`src/rtl/memoria_datos_param_if.sv`:
```
// Bus bundle for memoria_datos_param: request side (EscrMem, LeerMem, Tamano,
// SinSigno, Direc, Datain) and response side (Dataout, Valido, ErrAlin, Ocupado).
interface memoria_datos_param_if #(
  parameter int ANCHO_DIREC = 8
);
  logic                   EscrMem;
  logic                   LeerMem;
  logic [1:0]             Tamano;
  logic                   SinSigno;
  logic [ANCHO_DIREC-1:0] Direc;
  logic [31:0]            Datain;
  logic [31:0]            Dataout;
  logic                   Valido;
  logic                   ErrAlin;
  logic                   Ocupado;

  modport master (
    output EscrMem, LeerMem, Tamano, SinSigno, Direc, Datain,
    input  Dataout, Valido, ErrAlin, Ocupado
  );

  modport slave (
    input  EscrMem, LeerMem, Tamano, SinSigno, Direc, Datain,
    output Dataout, Valido, ErrAlin, Ocupado
  );
endinterface

```
`src/rtl/memoria_datos_param.sv`:
```
// Byte-addressed little-endian data memory, byte/half/word access, registered
// read with Valido pulse, ErrAlin on misaligned/illegal requests, optional clear.
// Ports: clk, rst (async high), m (slave side of memoria_datos_param_if).
module memoria_datos_param #(
  parameter int ANCHO_DIREC = 8,
  parameter int LIMPIAR     = 1
) (
  input  logic clk,
  input  logic rst,
  memoria_datos_param_if.slave m
);
  localparam int AW   = ANCHO_DIREC - 2;
  localparam int PROF = 2 ** AW;

  typedef enum logic {
    LIMPIANDO,
    LISTO
  } estado_t;

  estado_t       estado;
  logic [AW-1:0] cnt;
  logic [31:0]   mem [PROF];

  logic [AW-1:0] idx;
  logic [1:0]    off;
  logic          legal;
  logic [3:0]    be;
  logic [31:0]   wdata;
  logic [31:0]   palabra;
  logic [7:0]    byte_l;
  logic [15:0]   half_l;
  logic [31:0]   rdata;
  logic          listo;
  logic          acc_wr;
  logic          acc_rd;
  logic          rech;
  logic          clr_we;

  always_comb begin
    idx    = m.Direc[ANCHO_DIREC-1:2];
    off    = m.Direc[1:0];
    legal  = 1'b0;
    be     = 4'b0000;
    wdata  = m.Datain;
    case (m.Tamano)
      2'b00: begin
        legal = 1'b1;
        be    = 4'b0001 << off;
        wdata = {4{m.Datain[7:0]}};
      end
      2'b01: begin
        legal = ~off[0];
        be    = 4'b0011 << off;
        wdata = {2{m.Datain[15:0]}};
      end
      2'b10: begin
        legal = (off == 2'b00);
        be    = 4'b1111;
      end
      default: begin
        legal = 1'b0;
      end
    endcase
  end

  // Lane extraction: half offset is known even when legal,
  // so off[1] alone picks the half.
  always_comb begin
    palabra = mem[idx];
    byte_l  = palabra[{off, 3'b000} +: 8];
    half_l  = off[1] ? palabra[31:16] : palabra[15:0];
    rdata   = palabra;
    case (m.Tamano)
      2'b00: rdata = m.SinSigno ? {24'b0, byte_l}
                                : {{24{byte_l[7]}}, byte_l};
      2'b01: rdata = m.SinSigno ? {16'b0, half_l}
                                : {{16{half_l[15]}}, half_l};
      default: rdata = palabra;
    endcase
  end

  always_comb begin
    listo  = (estado == LISTO) && !rst;
    acc_wr = listo && m.EscrMem && legal;
    acc_rd = listo && m.LeerMem && !m.EscrMem && legal;
    rech   = listo && (m.EscrMem || m.LeerMem) && !legal;
    clr_we = (estado == LIMPIANDO) && !rst;
  end

  // Array has no reset; contents come from the clear sweep.
  always_ff @(posedge clk) begin
    if (clr_we) begin
      mem[cnt] <= '0;
    end else if (acc_wr) begin
      for (int i = 0; i < 4; i++) begin
        if (be[i]) mem[idx][8*i +: 8] <= wdata[8*i +: 8];
      end
    end
  end

  always_ff @(posedge clk or posedge rst) begin
    if (rst) begin
      estado    <= (LIMPIAR != 0) ? LIMPIANDO : LISTO;
      cnt       <= '0;
      m.Dataout <= '0;
      m.Valido  <= 1'b0;
      m.ErrAlin <= 1'b0;
    end else begin
      m.Valido  <= acc_rd;
      m.ErrAlin <= rech;
      if (acc_rd) m.Dataout <= rdata;
      case (estado)
        LIMPIANDO: begin
          cnt <= cnt + 1'b1;
          if (cnt == AW'(PROF - 1)) estado <= LISTO;
        end
        default: estado <= LISTO;
      endcase
    end
  end

  assign m.Ocupado = (estado == LIMPIANDO);
endmodule

```
`src/flat_wrapper.sv`:
```
// flat-port wrapper written by rule: the top's interface ports become plain ports
module memoria_datos_param_flat 
#(
  parameter int ANCHO_DIREC = 8,
  parameter int LIMPIAR     = 1
)
  (clk, rst, m_EscrMem, m_LeerMem, m_Tamano, m_SinSigno, m_Direc, m_Datain, m_Dataout, m_Valido, m_ErrAlin, m_Ocupado);
  memoria_datos_param_if #(.ANCHO_DIREC(ANCHO_DIREC)) m_i ();
  input  logic clk;
  input  logic rst;
  input wire logic [$bits(m_i.EscrMem)-1:0] m_EscrMem;
  input wire logic [$bits(m_i.LeerMem)-1:0] m_LeerMem;
  input wire logic [$bits(m_i.Tamano)-1:0] m_Tamano;
  input wire logic [$bits(m_i.SinSigno)-1:0] m_SinSigno;
  input wire logic [$bits(m_i.Direc)-1:0] m_Direc;
  input wire logic [$bits(m_i.Datain)-1:0] m_Datain;
  output wire logic [$bits(m_i.Dataout)-1:0] m_Dataout;
  output wire logic [$bits(m_i.Valido)-1:0] m_Valido;
  output wire logic [$bits(m_i.ErrAlin)-1:0] m_ErrAlin;
  output wire logic [$bits(m_i.Ocupado)-1:0] m_Ocupado;
  assign m_i.EscrMem = m_EscrMem;
  assign m_i.LeerMem = m_LeerMem;
  assign m_i.Tamano = m_Tamano;
  assign m_i.SinSigno = m_SinSigno;
  assign m_i.Direc = m_Direc;
  assign m_i.Datain = m_Datain;
  assign m_Dataout = m_i.Dataout;
  assign m_Valido = m_i.Valido;
  assign m_ErrAlin = m_i.ErrAlin;
  assign m_Ocupado = m_i.Ocupado;
  memoria_datos_param #(.ANCHO_DIREC(ANCHO_DIREC), .LIMPIAR(LIMPIAR)) u_core (.clk(clk), .rst(rst), .m(m_i));
endmodule
```
`config.mk`:
```
export PLATFORM = sky130hd
export DESIGN_NAME = memoria_datos_param_flat
export DESIGN_NICKNAME = d
export VERILOG_FILES = /design/src/rtl/memoria_datos_param_if.sv /design/src/rtl/memoria_datos_param.sv /design/src/flat_wrapper.sv
export SDC_FILE = /design/constraint.sdc
export NUM_CORES = 2
export LEC_CHECK = 0
export CELL_PAD_IN_SITES_DETAIL_PLACEMENT = 0
export CELL_PAD_IN_SITES_GLOBAL_PLACEMENT = 1
export CORE_AREA = 5 5 459 461
export DETAILED_ROUTE_END_ITERATION = 7
export DIE_AREA = 0 0 464 466
export GPL_ROUTABILITY_DRIVEN = 0
export PLACE_DENSITY = 0.65
export SYNTH_ARGS = -nofsm -noshare
export SYNTH_HDL_FRONTEND = slang
export SYNTH_SLANG_ARGS = --single-unit
```
`constraint.sdc`:
```
create_clock -name clk -period 4.71 [get_ports clk]
set_input_delay 1.1775 -clock clk [delete_from_list [all_inputs] [get_ports clk]]
set_output_delay 1.1775 -clock clk [all_outputs]
set_load 0.02 [all_outputs]
```
## Yosys cells after proc, flatten, opt, wreduce, memory -nomap -nowiden

Memories as Yosys holds them, arrays and structs flattened.
Index checks and enable logic that the tools add are counted.

| storage, ports and cells | value |
|---|---|
| logic and storage cells | 61 |
| memories kept | 1 |
| bits of input ports | 47 |
| bits in registers | 41 |
| RAM bits | 2048 |
| output and inout bits | 35 |

| operators by class | value |
|---|---|
| reductions and logical operators | 16 |
| add/sub/neg operators | 1 |
| bitwise logic cells | 2 |
| mux-type cells | 30 |
| eq/ne operators | 3 |
| shifts and indexed selects | 3 |

Memories:

| name | words | bits a word | read ports | clocked after memory_dff | wr ports | RTL line | source |
|---|---|---|---|---|---|---|---|
| u_core.mem | 64 | 32 | 1 | 0 | 1 | memoria_datos_param.sv:22 | `logic [31:0] mem [PROF];` |

Operators by type and width:

| cell | count |
|---|---|
| 32-bit one-hot mux with 2 select lines | 2 |
| 32-bit two-way mux | 3 |
| 32-bit OR reduction | 1 |
| 32-bit by 6-bit indexed part select with 8-bit output | 1 |
| 1-bit two-way mux | 20 |
| 16-bit two-way mux | 1 |
| 4-bit one-hot mux with 3 select lines | 1 |
| 1-bit logical AND | 9 |
| 6-bit by 1-bit adder with 6-bit output, second input constant | 1 |
| 6-bit equality test, second input constant | 1 |
| 6-bit two-way mux | 1 |
| 2-bit zero test | 2 |
| 4-bit two-way mux | 1 |
| 1-bit by 2-bit << shifter with 4-bit output, first input constant | 1 |
| 2-bit by 2-bit << shifter with 4-bit output, first input constant | 1 |
| 1-bit zero test | 3 |
| 1-bit one-hot mux with 3 select lines | 1 |
| 2-bit by 1-bit equality test with 1-bit output, second input constant | 1 |
| 2-bit equality test, second input constant | 1 |
| 1-bit NOT | 2 |
| 1-bit logical OR | 1 |

## Logic depth before layout (Yosys ltp)

| depth | value |
|---|---|
| depth after elaboration | 9 |
| depth in mapped cells | 15 |
| mapped depth without buffers | 8 |

## Least setup slack after synthesis

Ideal clock, no wire load.

| timing path | value |
|---|---|
| path type | input-to-reg |
| start | input m_Direc[0] |
| end | memory u_core.mem[0][12], data pin |
| arrival time | 4139 ps |
| slack | 24 ps |
| stages | 7 |
| required time | 4162 ps |
| cell sequence | buf_4 -> nor3_1 -> o21ai_0 -> a211o_1 -> clkbuf_1 -> buf_1 -> a21oi_1 |

| between the ends | value |
|---|---|
| word-level cells in the longest chain between the ends | 8 |
| elaborated cells on any way between the ends | 25 |
| those cells by class | shift: 2; mux: 19; bitwise: 1; reduce/logical: 3 |

Ends and longest elaborated chain:

| element | RTL line | source |
|---|---|---|
| start: declaration | flat_wrapper.sv:15 | `input wire logic [$bits(m_i.Direc)-1:0] m_Direc;` |
| 2-bit by 2-bit << shifter with 4-bit output, or another cell as far along | memoria_datos_param.sv:53 | `be = 4'b0011 << off;` |
| 4-bit one-hot mux with 3 select lines or 1-bit one-hot mux with 3 select lines (tied branches) | memoria_datos_param.sv:45 | `case (m.Tamano)` |
| 1-bit two-way mux or 1-bit logical AND (tied branches) | memoria_datos_param.sv:96, memoria_datos_param.sv:84 |  |
| 1-bit two-way mux | memoria_datos_param.sv:94 | `end else if (acc_wr) begin` |
| 1-bit two-way mux | memoria_datos_param.sv:92 | `if (clr_we) begin` |
| 1-bit two-way mux (not written as such) | memoria_datos_param.sv:96 | `if (be[i]) mem[idx][8*i +: 8] <= wdata[8*i +: 8];` |
| 32-bit OR reduction (no line) * | -- |  |
| 32-bit two-way mux (no line) * | -- |  |
| end: declaration | memoria_datos_param.sv:22 |  |

Mark *: on every way between the ends. The rest lies on a longest branch, timed or not.

## Worst setup path after layout

| timing path | value |
|---|---|
| start | input m_Direc[2] |
| end | register u_core.m.Dataout[9] |

| between the ends | value |
|---|---|
| word-level cells in the longest chain between the ends | 4 |
| elaborated cells on any way between the ends | 6 |
| those cells by class | shift: 1; mux: 4; memory: 1 |

Ends and longest elaborated chain:

| element | RTL line | source |
|---|---|---|
| memory read 64 x 32 bit * | -- |  |
| 32-bit by 6-bit indexed part select with 8-bit output or 16-bit two-way mux (tied branches) | memoria_datos_param.sv:70, memoria_datos_param.sv:71 |  |
| 32-bit two-way mux, on equally long branches | memoria_datos_param.sv:74, memoria_datos_param.sv:76 |  |
| 32-bit one-hot mux with 2 select lines * | memoria_datos_param.sv:73 | `case (m.Tamano)` |
| end signal: assignment | memoria_datos_param.sv:111 | `if (acc_rd) m.Dataout <= rdata;` |
| end: declaration | memoria_datos_param_if.sv:24 | `output Dataout, Valido, ErrAlin, Ocupado` |

Marked as above.
A chain may end at the register's enable or synchronous reset.

==> key figures <==
Outcome
  – Status: finished, final reports clean

Yosys
  – Ys async rst share: 0.0196
  – Synth Cell Area: 0.0819 sq mm
  – Count leader, synth: edfxtp_1
  – Yosys cell types: 68
  – Synth top cells by count: edfxtp_1 (2048), mux4_2 (509), nor2_1 (346)
  – Cell taking the most area after synthesis: edfxtp_1
  – Number of enable flip-flop cells after synthesis: 2048
  – Syn_nets: 4009
  – Proportion of netlist area held by the largest area contributor: 0.751
  – Top cells by area, synth: edfxtp_1 (75%), mux4_2 (14%), nor2_1 (1.6%)
  – #FFs+latches synth: 2089
  – Average size of a mapped cell: 20.7 sq um
  – Mapped Cells: 3961
  – Sequential area share after synthesis: 0.763
  – Primary FF master, synth: edfxtp_1
  – Ys Warns: 0

Setup path
  – Worst setup startpoint: m_Direc[2]
  – CP Buf/Inv Count: 5
  – Worst endpoint data arrival time: 4.67 ns
  – Crit path max fanout: 28
  – Slowest Stage Delay on Critical Path: 0.63 ns
  – Critical Path RT: 5.42 ns
  – CP endpoint kind: flop
  – Worst reg2reg startpoint: u_core.estado
  – CP Class: input pin to flop
  – Top delay family on crit path: compound AO/OA/AOI/OAI gates
  – Worst setup SP type: input pin
  – Slowest stage cell, crit path: a211oi_1
  – R2R cell count: 9
  – Worst path depth: 13
  – Critical path, cell by cell: buf_8 -> buf_12 -> buf_12 -> mux4_2 -> mux2i_1 -> or4_1 -> o211ai_1 -> a211oi_1 -> buf_4 -> a21oi_1 -> a311oi_1 -> buf_4 -> o21ai_1

Timing
  – Final period util: 0.842
  – Skew final: 0.0222 ns
  – Final Hold Fails: 0
  – Final setup fails: 0
  – Slew Limit Fails: 0
  – Normalized max-slew margin: 0.327
  – RSZ-0062 raised after global routing: false
  – Tmin final: 3.96 ns
  – F_max: 252 MHz
  – Actual slew at the worst max-slew pin: 1.01 ns
  – Setup total negative slack: 0 ns

Place
  – Placed cell areas: 0.0913 sq mm
  – Port bufs: 81
  – Detail Placement HPWL: 150000 um

Clock network
  – Cts repair resizes: 0
  – Setup Buffers After CTS: 0
  – CTS tree: done
  – Clock Path Buffers: 3
  – Clock-pin slew on the worst setup and hold paths: 0.06 ns
  – CTS Buf Count: 209
  – H-tree depth: 4
  – Hold_buf cts: 0
  – Clk_lat worst skew: 0.83 ns
  – Root Driver: clkbuf_16
  – CTS sink count: 2089

GRT
  – Global-route wire length before repair: 326000 um
  – Congestion Overflow GR: 0
  – Antenna violations before repair: 10
  – Tot GR Track Use: 0.210
  – Pin count of the biggest net entering global routing: 65
  – Vias in the first global route: 43.2k

Route
  – DRT antenna net count: 0
  – Pre-antenna DRT Iters: 8
  – Via count: 42.8k
  – Starting DRC count in detailed routing: 4724
  – Post-Route WL: 229000 um
  – DRC: 0
  – Vias per std cell: 5.66
  – Wirelength per Cell: 30.3 um

Pwr
  – Total power: 37.6 mW
  – Power density cells: 384 mW/mm^2
  – Clock power frac: 0.431
  – Switching share of power: 0.207
  – LEAKAGE: 27.1 nW
  – Combinational share of power: 0.035
  – Worst IR drop on VDD: 0.320 mV
  – Switching power total: 7.78 mW
  – Internal: 29.9 mW
  – Flop pwr share: 0.534

Final layout
  – Area delta synth->final: 19.5%
  – Core occupancy in the finished layout: 0.475
  – Layout cells sized above 1: 0.317
  – Final Cell Area: 0.0979 sq mm
  – Total Nets Final: 4729

Die
  – Die Width: 464 um
  – Chip height: 466 um
  – Site Rows: 167
  – Core box area: 0.206 sq mm
  – I/O pin cnt: 82
  – Starting Density: 0.398
  – Die area: 0.216 sq mm

Hold path
  – Hold Crit Depth: 1
  – Hold Crit Class: flop to flop
  – Worst Hold Launch: u_core.cnt[5]

Flow run
  – MaxCap Viol Count: 0
==> cells by family after synthesis <==
logic type,after synthesis,synth area share
multiplexers,634,0.157
XOR/XNOR,5,0.000535
buffers and inverters,243,0.0170
adder cells (fa/ha/maj),1,0.000153
AND/OR/NAND/NOR,632,0.0327
flip-flops,2089,0.763
AO/OA/AOI/OAI,357,0.0297
==> worst paths after layout <==
kind	end	slack [ns]
setup / recovery	u_core.m.Dataout[9]	0.75
max in group asynchronous	u_core.m.Valido	3.07
min in group asynchronous	u_core.m.ErrAlin	1.04
hold reg to reg	u_core.cnt[5]	0.53
setup reg to reg	u_core.mem[55][29]	1.44
hold / removal	u_core.cnt[5]	0.53
==> per-layer routing <==
layer | wire [um] | track usage | up-vias
li1 | - | - | 17900
met1 | 92100 | 0.282 | 22900
met2 | 113000 | 0.348 | 1601
met3 | 13600 | 0.0302 | 365
met4 | 10100 | 0.0828 | 0
met5 | 0 | 0 | -
==> registers in the layout, summed over array words and instances (netlist names) <==
register / flops
u_core.m.Dataout: 32
u_core.mem: 2048
u_core.cnt: 6
u_core.m.ErrAlin: 1
u_core.estado: 1
u_core.m.Valido: 1
==> worst reg2reg max path, cell delays in order, from the launching register on <==
cell     delay [ns]
dfrtp_1        0.54
nor2b_1        0.21
o21ai_0        0.18
a211o_4        0.40
mux2i_1        0.20
nor2_1         0.45
buf_4          0.23
nand2_1        0.27
nor2_1         0.30
buf_4          0.19
==> final cells by class <==
| type | count | area [sq um] |
|---|---|---|
| diodes | 3 | 7.51 |
| clock buffers | 263 | 5530 |
| clock inverters | 120 | 1130 |
| fillers | 17100 | 108000 |
| inverters | 17 | 66.3 |
| multi-input cells | 1629 | 18300 |
| flip-flops and latches | 2089 | 62500 |
| well taps | 2704 | 3380 |
| repair buffers | 735 | 6980 |
==> power by group through the flow <==
stage                     Sequential [mW]  Clock (mW)  Combinational (mW)
after floorplan                      20.5           0               0.716
after global placement               20.5           0                1.34
after detailed placement             20.5           0                1.34
after CTS                            20.1        16.5                1.34
after global routing                 20.1        17.4                1.39
final                                20.1        16.2                1.33
==> through the flow <==
stage                     std cells  hold slack (ns)  setup slack [ns]
after global placement         7174            0.512           -0.0873
after CTS                      7557            0.525             0.828
after detailed placement       7174            0.517           -0.0352
after global routing           7559            0.551             0.691
final                          7560            0.528             0.745
after floorplan                3961            0.483            0.0237
==> cell usage in the layout (no fill, tap or decap), drive strengths merged, types with 78 or more instances in the layout <==
master and count:
nand2 128, edfxtp 2048, clkinv 88, clkbuf 264
buf 660, a22oi 94, mux4 515, nor2 346
a21oi 78, mux2i 103
Note: power is estimated with default switching activity, not from simulation.
